File: src/rtl/gen_al_n2w_top.sv
`default_nettype none
// ============================================================================
// Module   : gen_al_n2w_top
// Brief    : Narrow-to-wide aligner. Packs DAT_IN_W-bit beats into one
//            DAT_OUT_W-bit word, lane 0 first, and reports the index of the
//            last valid lane. us_last closes a word early.
// Option   : GEN_AL_N2W_ZERO_PAD_EN - lanes above ds_last_vld_sel are zero.
//            When undefined, those lanes carry stale data (don't-care).
// Revision : 1.0 - initial release
// ============================================================================
module gen_al_n2w_top #(
    parameter int DAT_IN_W  = 8,
    parameter int DAT_OUT_W = 32
) (
    input  logic                                    clk,
    input  logic                                    rst,
    input  logic                                    us_vld,
    input  logic                                    us_last,
    input  logic [DAT_IN_W-1:0]                     us_dat,
    output logic                                    us_rdy,
    output logic                                    ds_vld,
    input  logic                                    ds_rdy,
    output logic [DAT_OUT_W-1:0]                    ds_dat,
    output logic [$clog2(DAT_OUT_W/DAT_IN_W)-1:0]   ds_last_vld_sel
);

    localparam int c_N      = DAT_OUT_W / DAT_IN_W;
    localparam int AL_SEL_W = $clog2(c_N);
    localparam logic [AL_SEL_W-1:0] c_LAST_LANE = AL_SEL_W'(c_N - 1);

    logic [AL_SEL_W-1:0]  r_cnt_q,     w_cnt_d;
    logic [DAT_OUT_W-1:0] r_asm_q,     w_asm_d;
    logic                 r_ds_vld_q,  w_ds_vld_d;
    logic [DAT_OUT_W-1:0] r_ds_dat_q,  w_ds_dat_d;
    logic [AL_SEL_W-1:0]  r_ds_sel_q,  w_ds_sel_d;

    logic                 w_accept;
    logic                 w_complete;
    logic [DAT_OUT_W-1:0] w_merged;

    // Upstream ready depends only on the output register state and ds_rdy.
    assign us_rdy     = ~r_ds_vld_q | ds_rdy;
    assign w_accept   = us_vld & us_rdy;
    assign w_complete = w_accept & (us_last | (r_cnt_q == c_LAST_LANE));

    // Assembly word with the incoming beat written into lane cnt.
    always_comb begin
        w_merged = r_asm_q;
        for (int k = 0; k < c_N; k++) begin
            if (r_cnt_q == AL_SEL_W'(k)) begin
                w_merged[k*DAT_IN_W +: DAT_IN_W] = us_dat;
            end
        end
    end

    // Next-state for lane counter, assembly and output registers.
    always_comb begin
        w_cnt_d    = r_cnt_q;
        w_asm_d    = r_asm_q;
        w_ds_vld_d = w_complete | (r_ds_vld_q & ~ds_rdy);
        w_ds_dat_d = r_ds_dat_q;
        w_ds_sel_d = r_ds_sel_q;
        if (w_accept) begin
            w_asm_d = w_merged;
            w_cnt_d = r_cnt_q + AL_SEL_W'(1);
        end
        if (w_complete) begin
            w_cnt_d    = '0;
            w_ds_dat_d = w_merged;
            w_ds_sel_d = r_cnt_q;
`ifdef GEN_AL_N2W_ZERO_PAD_EN
            // Clearing here keeps every lane above the next word's last lane zero.
            w_asm_d    = '0;
`endif
        end
    end

    // State registers with synchronous reset.
    always_ff @(posedge clk) begin
        if (rst) begin
            r_cnt_q    <= '0;
            r_asm_q    <= '0;
            r_ds_vld_q <= 1'b0;
            r_ds_dat_q <= '0;
            r_ds_sel_q <= '0;
        end else begin
            r_cnt_q    <= w_cnt_d;
            r_asm_q    <= w_asm_d;
            r_ds_vld_q <= w_ds_vld_d;
            r_ds_dat_q <= w_ds_dat_d;
            r_ds_sel_q <= w_ds_sel_d;
        end
    end

    assign ds_vld          = r_ds_vld_q;
    assign ds_dat          = r_ds_dat_q;
    assign ds_last_vld_sel = r_ds_sel_q;

endmodule
`default_nettype wire

File: config.mk
export PLATFORM = sky130hd
export DESIGN_NAME = gen_al_n2w_top
export DESIGN_NICKNAME = d
export VERILOG_FILES = /design/src/rtl/gen_al_n2w_top.sv
export SDC_FILE = /design/constraint.sdc
export NUM_CORES = 1
export LEC_CHECK = 0
export BUFFER_PORTS_ARGS = -buffer_cell sky130_fd_sc_hd__buf_2
export CORE_MARGIN = 5
export CORE_UTILIZATION = 59
export CTS_CLUSTER_DIAMETER = 120
export CTS_CLUSTER_SIZE = 16
export DETAILED_ROUTE_END_ITERATION = 10
export PLACE_DENSITY = 0.91
export SLEW_MARGIN = 15
export SYNTH_ARGS = -nofsm -noshare
export SYNTH_HDL_FRONTEND = slang
export SYNTH_SLANG_ARGS = --single-unit
File: constraint.sdc
create_clock -name clk -period 4.85 [get_ports clk]
set_clock_uncertainty 0.05 [all_clocks]
set_input_delay 0 -clock clk [delete_from_list [all_inputs] [get_ports clk]]
set_output_delay 0 -clock clk [all_outputs]
set_load 0.01 [all_outputs]
==> results.toml, run 1 <==
[status]
outcome = "completed"

[routing]
wl_per_cell_um = 18.36
route.vias.total = 2462
initialDrtViolationCount = 203
via_per_inst = 6.140
first_pass_iters = 4
drt-total-wl_um = 7364
ant_nets = 0
drc = 0

[logic_synthesis]
yosysUniqueCellTypes = 24
ys_seq_area_share_pct = 44.16
avgSynthCellArea_um2 = 10.60
synth_area_um2 = 3128
synth_cells = 295
synth_area_leader_cell = "dfxtp_1"
synth_top_cell_area_share_pct = 44.16
syn_nets = 312
synth-seq-cells = 69
synthTopCellsByArea = "dfxtp_1, mux2i_1, nand2b_1"
yosysWarnings = 0

[grt]
antenna_found_initial = 0
grt_max_degree = 79
grt_pass1_wl_um = 12120
grt_usage_pct = 21.61
grt_overflow = 0
grt_pass1_vias = 2325

[layout]
drive_gt1_share_pct = 22.96
utilization_pct = 68.09
diodes = 0
syn2layout_area_growth_pct = 11.88
final_cell_mix = "dfxtp_1, mux2i_1, buf_2, nand2b_1, a31oi_1"
nets = 345
final_common_cell = "dfxtp_1"

[floorplanning]
num_io_pins = 49
core_region_area_um2 = 5140
num_rows = 26
dieArea_um2 = 6858
start_util_pct = 60.86
die_h_um = 82.81
die_width_um = 82.81

[clock_tree]
clockBufferDepth = 2
cts_made_buffers = 9
clk_pin_slew_ps = 70
ctsRootBufferMaster = "clkbuf_8"
cts_hold_buffers = 0
htree_levels = 3
worstSkewPairLatency_ps = 340
cts.repair.resized = 0
cts_tree = "done"
cts_setup_buffers = 0
clock-sinks = 69

[sta]
slew_viol_final = 0
setup_ws_ps = 2602
setup_tns_ps = 0
fmax_ghz = 0.4449
rsz0062_at_grt = "no"
holdWs_ps = 20.09
fin_crit_sh_pct = 46.34
setup_viol = 0
slew_headroom_pct = 49.87
worstMarginPinSlew_ps = 752.0
period_minus_slack_ps = 2248
finalHoldViolCount = 0

[placed_design]
hpwl_um = 4830
gp_congestion = 0.7347
portBuffers = 48
dp_slack_ps = 2649

[critical_path]
critPathArrivalTime_ps = 2440
end_kind = "flop"
r2r_cells = 4
crit_path_start_kind = "flop"
crit_required_ps = 5050
crit_type = "flop to flop"
critPathMaxFanout = 34
rrSetupSlack_ps = 2600

[power_and_ir_drop]
leakagePower_nw = 1.486
peakVddDrop_v = 0.0002061
powerDensity_nw_per_um2 = 344.7

[worst_hold_path]
hold_path_depth = 3
hp-class = "input port to flop"

[run]
maxCapViolations = 0
[report_power, final]
| part | total (mW) | internal [mW] | switching [mW] |
|---|---|---|---|
| Sequential | 0.610 | 0.595 | 0.0155 |
| Combinational | 0.162 | 0.0659 | 0.0963 |
| Clock | 0.434 | 0.235 | 0.199 |
| Total | 1.21 | 0.896 | 0.311 |
[critical path, stage by stage (launching register included)]
cell and delay [ps]:
dfxtp_1 420, ha_1 560, or2_2 650, a31oi_1 190, a211oi_1 280
[state kept, by name, indices dropped and copies added (netlist names)]
register	count
r_asm_q	32
ds_vld	1
ds_dat	32
r_cnt_q	2
ds_last_vld_sel	2
[synthesized netlist by cell type, drive strengths merged]
cell type,instances
nand3,6
clkbuf,9
and3,1
or2,1
o21ai,2
o31ai,1
a31oi,32
nand4,1
inv,4
nand2b,42
nor2b,1
a211oi,34
buf,19
a21oi,2
dfxtp,69
mux2i,65
ha,4
nor2,1
nor3,1
[path summary, 6_finish.rpt]
path | from | to
min | us_dat[2] | ds_dat[2]
max reg2reg | r_cnt_q[1] | ds_dat[27]
max | r_cnt_q[1] | ds_dat[27]
min reg2reg | r_asm_q[27] | r_asm_q[27]
[through the flow]
step | instances | total power [mW] | instance area [µm²]
final | 401 | 1.206 | 3500
after global routing | 401 | 1.249 | 3500
after CTS | 400 | 1.208 | 3480
after detailed placement | 386 | 0.7808 | 3296
after global placement | 386 | 0.7746 | 3296
after floorplan | 295 | 0.7346 | 3128
[cells by family after synthesis]
kind of cell / synth area share (%)
AOI/OAI and AO/OA: 16.08
adders and majority gates: 1.600
buffers and inverters: 5.840
DFF: 44.16
muxes: 20.80
and+or+nand+nor: 11.52
[area by class of cell]
class                           count  area, µm²
Fill cell                         418       1640
Clock buffer                       13      178.9
Timing Repair Buffer               50      267.8
Tap cell                           70      87.58
Sequential cell                    69       1381
Inverter                            4      15.01
Clock inverter                      1      5.005
Multi-Input combinational cell    194       1564
[per-layer routing]
layer	track usage (%)	routed length, µm	up-vias
met4	9.658	119	0
met3	3.762	341	12
met2	35.13	3608	81
met5	0	0	-
met1	28.02	3294	1213
li1	-	-	1156
(Power assumes the default switching activity.)
==> inputs of run 2 (changes only) <==
--- a/config.mk
+++ b/config.mk
@@ -7,11 +7,11 @@
 export LEC_CHECK = 0
 export BUFFER_PORTS_ARGS = -buffer_cell sky130_fd_sc_hd__buf_2
 export CORE_MARGIN = 5
-export CORE_UTILIZATION = 59
+export CORE_UTILIZATION = 56
 export CTS_CLUSTER_DIAMETER = 120
 export CTS_CLUSTER_SIZE = 16
 export DETAILED_ROUTE_END_ITERATION = 10
-export PLACE_DENSITY = 0.91
+export PLACE_DENSITY = 0.87
 export SLEW_MARGIN = 15
 export SYNTH_ARGS = -nofsm -noshare
 export SYNTH_HDL_FRONTEND = slang
==> constraint.sdc (replaced) <==
create_clock -name clk -period 2.2 [get_ports clk]
set_clock_uncertainty 0.05 [all_clocks]
set_input_delay 0 -clock clk [delete_from_list [all_inputs] [get_ports clk]]
set_output_delay 0 -clock clk [all_outputs]
set_load 0.01 [all_outputs]
==> run 2 against run 1 <==
Fmax rose by 28%; first-iteration DRC count decreased by 32%; via count is 0.45% lower; setup slack worse by 2200 ps; clock power grew to 2.8 times the previous value; sequential share of layout area fell by 1.3 points; critical endpoint is now ds_dat[30]; die area rose by 4.7%; utilization shrank 2.0 points; sequential cell count is the same; register-to-register slack worse by 2200 ps.
==> results.toml, run 2 (synthesis results as in run 1) <==
[layout]
num-fill-cells = 423
syn2layout_area_growth_pct = 15.60
utilization_pct = 66.07
final_common_cell = "dfxtp_1"
nets = 354
stdcell_area_um2 = 3616
final_cell_mix = "dfxtp_1, mux2i_1, buf_2, nand2b_1, a31oi_1"
diodes = 0
drive_gt1_share_pct = 24.63

[critical_path]
crit_chain = "ha_1 > or2_2 > a31oi_1 > a211oi_1"
critPathMaxFanout = 34
crit_buf_inv = 0
cp_top_family = "simple AND/OR/NAND/NOR gates"
crit_required_ps = 2400
crit_type = "flop to flop"
critPathMaxStageDelay_ps = 560
crit_path_start_kind = "flop"
end_kind = "flop"
critPathArrivalTime_ps = 1960
rrSetupSlack_ps = 440
crit_slowest_cell = "or2_2"

[run]
maxCapViolations = 0

[routing]
drc = 0
wl_per_cell_um = 17.86
via_per_inst = 5.935
initialDrtViolationCount = 138
first_pass_iters = 4
ant_nets = 0
drt-total-wl_um = 7378
route.vias.total = 2451

[grt]
grt_max_degree = 50
grt_usage_pct = 21.05
grt_util_met2_pct = 35.23
grt_overflow = 0
antenna_found_initial = 0
top_usage_layer = "met2"
use_met1_pct = 25.52
grt_pass1_vias = 2431
grt_pass1_wl_um = 12150
use_met3_pct = 4.809

[power_and_ir_drop]
leakagePower_nw = 1.547
peakVddDrop_v = 0.0004709
powerDensity_nw_per_um2 = 809.1

[sta]
finalHoldViolCount = 0
worstMarginPinSlew_ps = 751.1
slew_headroom_pct = 49.92
setup_tns_ps = 0
fmax_ghz = 0.5675
period_minus_slack_ps = 1762
rsz0062_at_grt = "no"
fin_crit_sh_pct = 80.10
setup_viol = 0
setup_ws_ps = 437.8
slew_viol_final = 0
holdWs_ps = 11.91

[placed_design]
place_area_um2 = 3378
hpwl_um = 4920
dp_slack_ps = 483.7
gp_congestion = 0.8072
portBuffers = 48

[floorplanning]
start_util_pct = 57.16
core_region_area_um2 = 5473
num_rows = 27
die_width_um = 84.74
die_h_um = 84.74
num_io_pins = 49
dieArea_um2 = 7180

[clock_tree]
ctsRootBufferMaster = "clkbuf_8"
clock-sinks = 69
clk_pin_slew_ps = 80
cts_tree = "done"
cts_made_buffers = 9
htree_levels = 3
worstSkewPairLatency_ps = 350
clockBufferDepth = 2

[status]
outcome = "completed"

[worst_hold_path]
hp-class = "input port to flop"
==> run 2: changes by cell type in the layout (fill, tap and decap cells not counted), sizes merged <==
cell | previous run | this run
clkbuf | 13 | 10
clkinv | 1 | 2
dlygate4sd3 | 0 | 1
buf | 50 | 58
bufinv | 0 | 3
==> run 2: final cells by class <==
cell class / count / area (µm²) / area share [%]
Sequential cell: 69 / 1381 / 38.20
Clock buffer: 10 / 127.6 / 3.529
Tap cell: 72 / 90.09 / 2.491
Multi-Input combinational cell: 194 / 1564 / 43.25
Inverter: 4 / 15.01 / 0.4152
Clock inverter: 5 / 100.1 / 2.768
Timing Repair Buffer: 59 / 337.8 / 9.343
==> run 2: worst min-delay path, delay by kind of cell <==
kind / cells / cell delay, ps
mux: 1 / 150
buf+inv: 1 / 140
compound gates: 1 / 80
==> run 2: repair_timing <==
item,CTS,global route
endpoints found under the hold margin,1,0
hold buffers,1,0
setup buffers,0,0
gates resized for setup,0,0
==> run 2: stage by stage <==
stage                     total power, mW  std cells
after floorplan                     1.620        295
after CTS                           2.936        413
final                               2.926        413
after global routing                3.029        413
after detailed placement            1.733        397
after global placement              1.722        397
==> run 2: power breakdown <==
part | internal [mW] | switching (mW)
logic | 0.154 | 0.211
registers | 1.31 | 0.0325
clock network | 0.743 | 0.474
==> run 2: path summary, 6_finish.rpt <==
path	start	endpoint	cells after the start
min reg2reg	r_asm_q[2]	r_asm_q[2]	2
max reg2reg	r_cnt_q[1]	ds_dat[30]	4
min	us_dat[7]	ds_dat[15]	3
max	r_cnt_q[1]	ds_dat[30]	4
==> run 2: per-layer routing <==
metal  routed length [µm]  up-vias
met5                    0        -
met4                  199        0
met3                  406       19
met2                 3653       79
met1                 3119     1184
li1                     -     1169
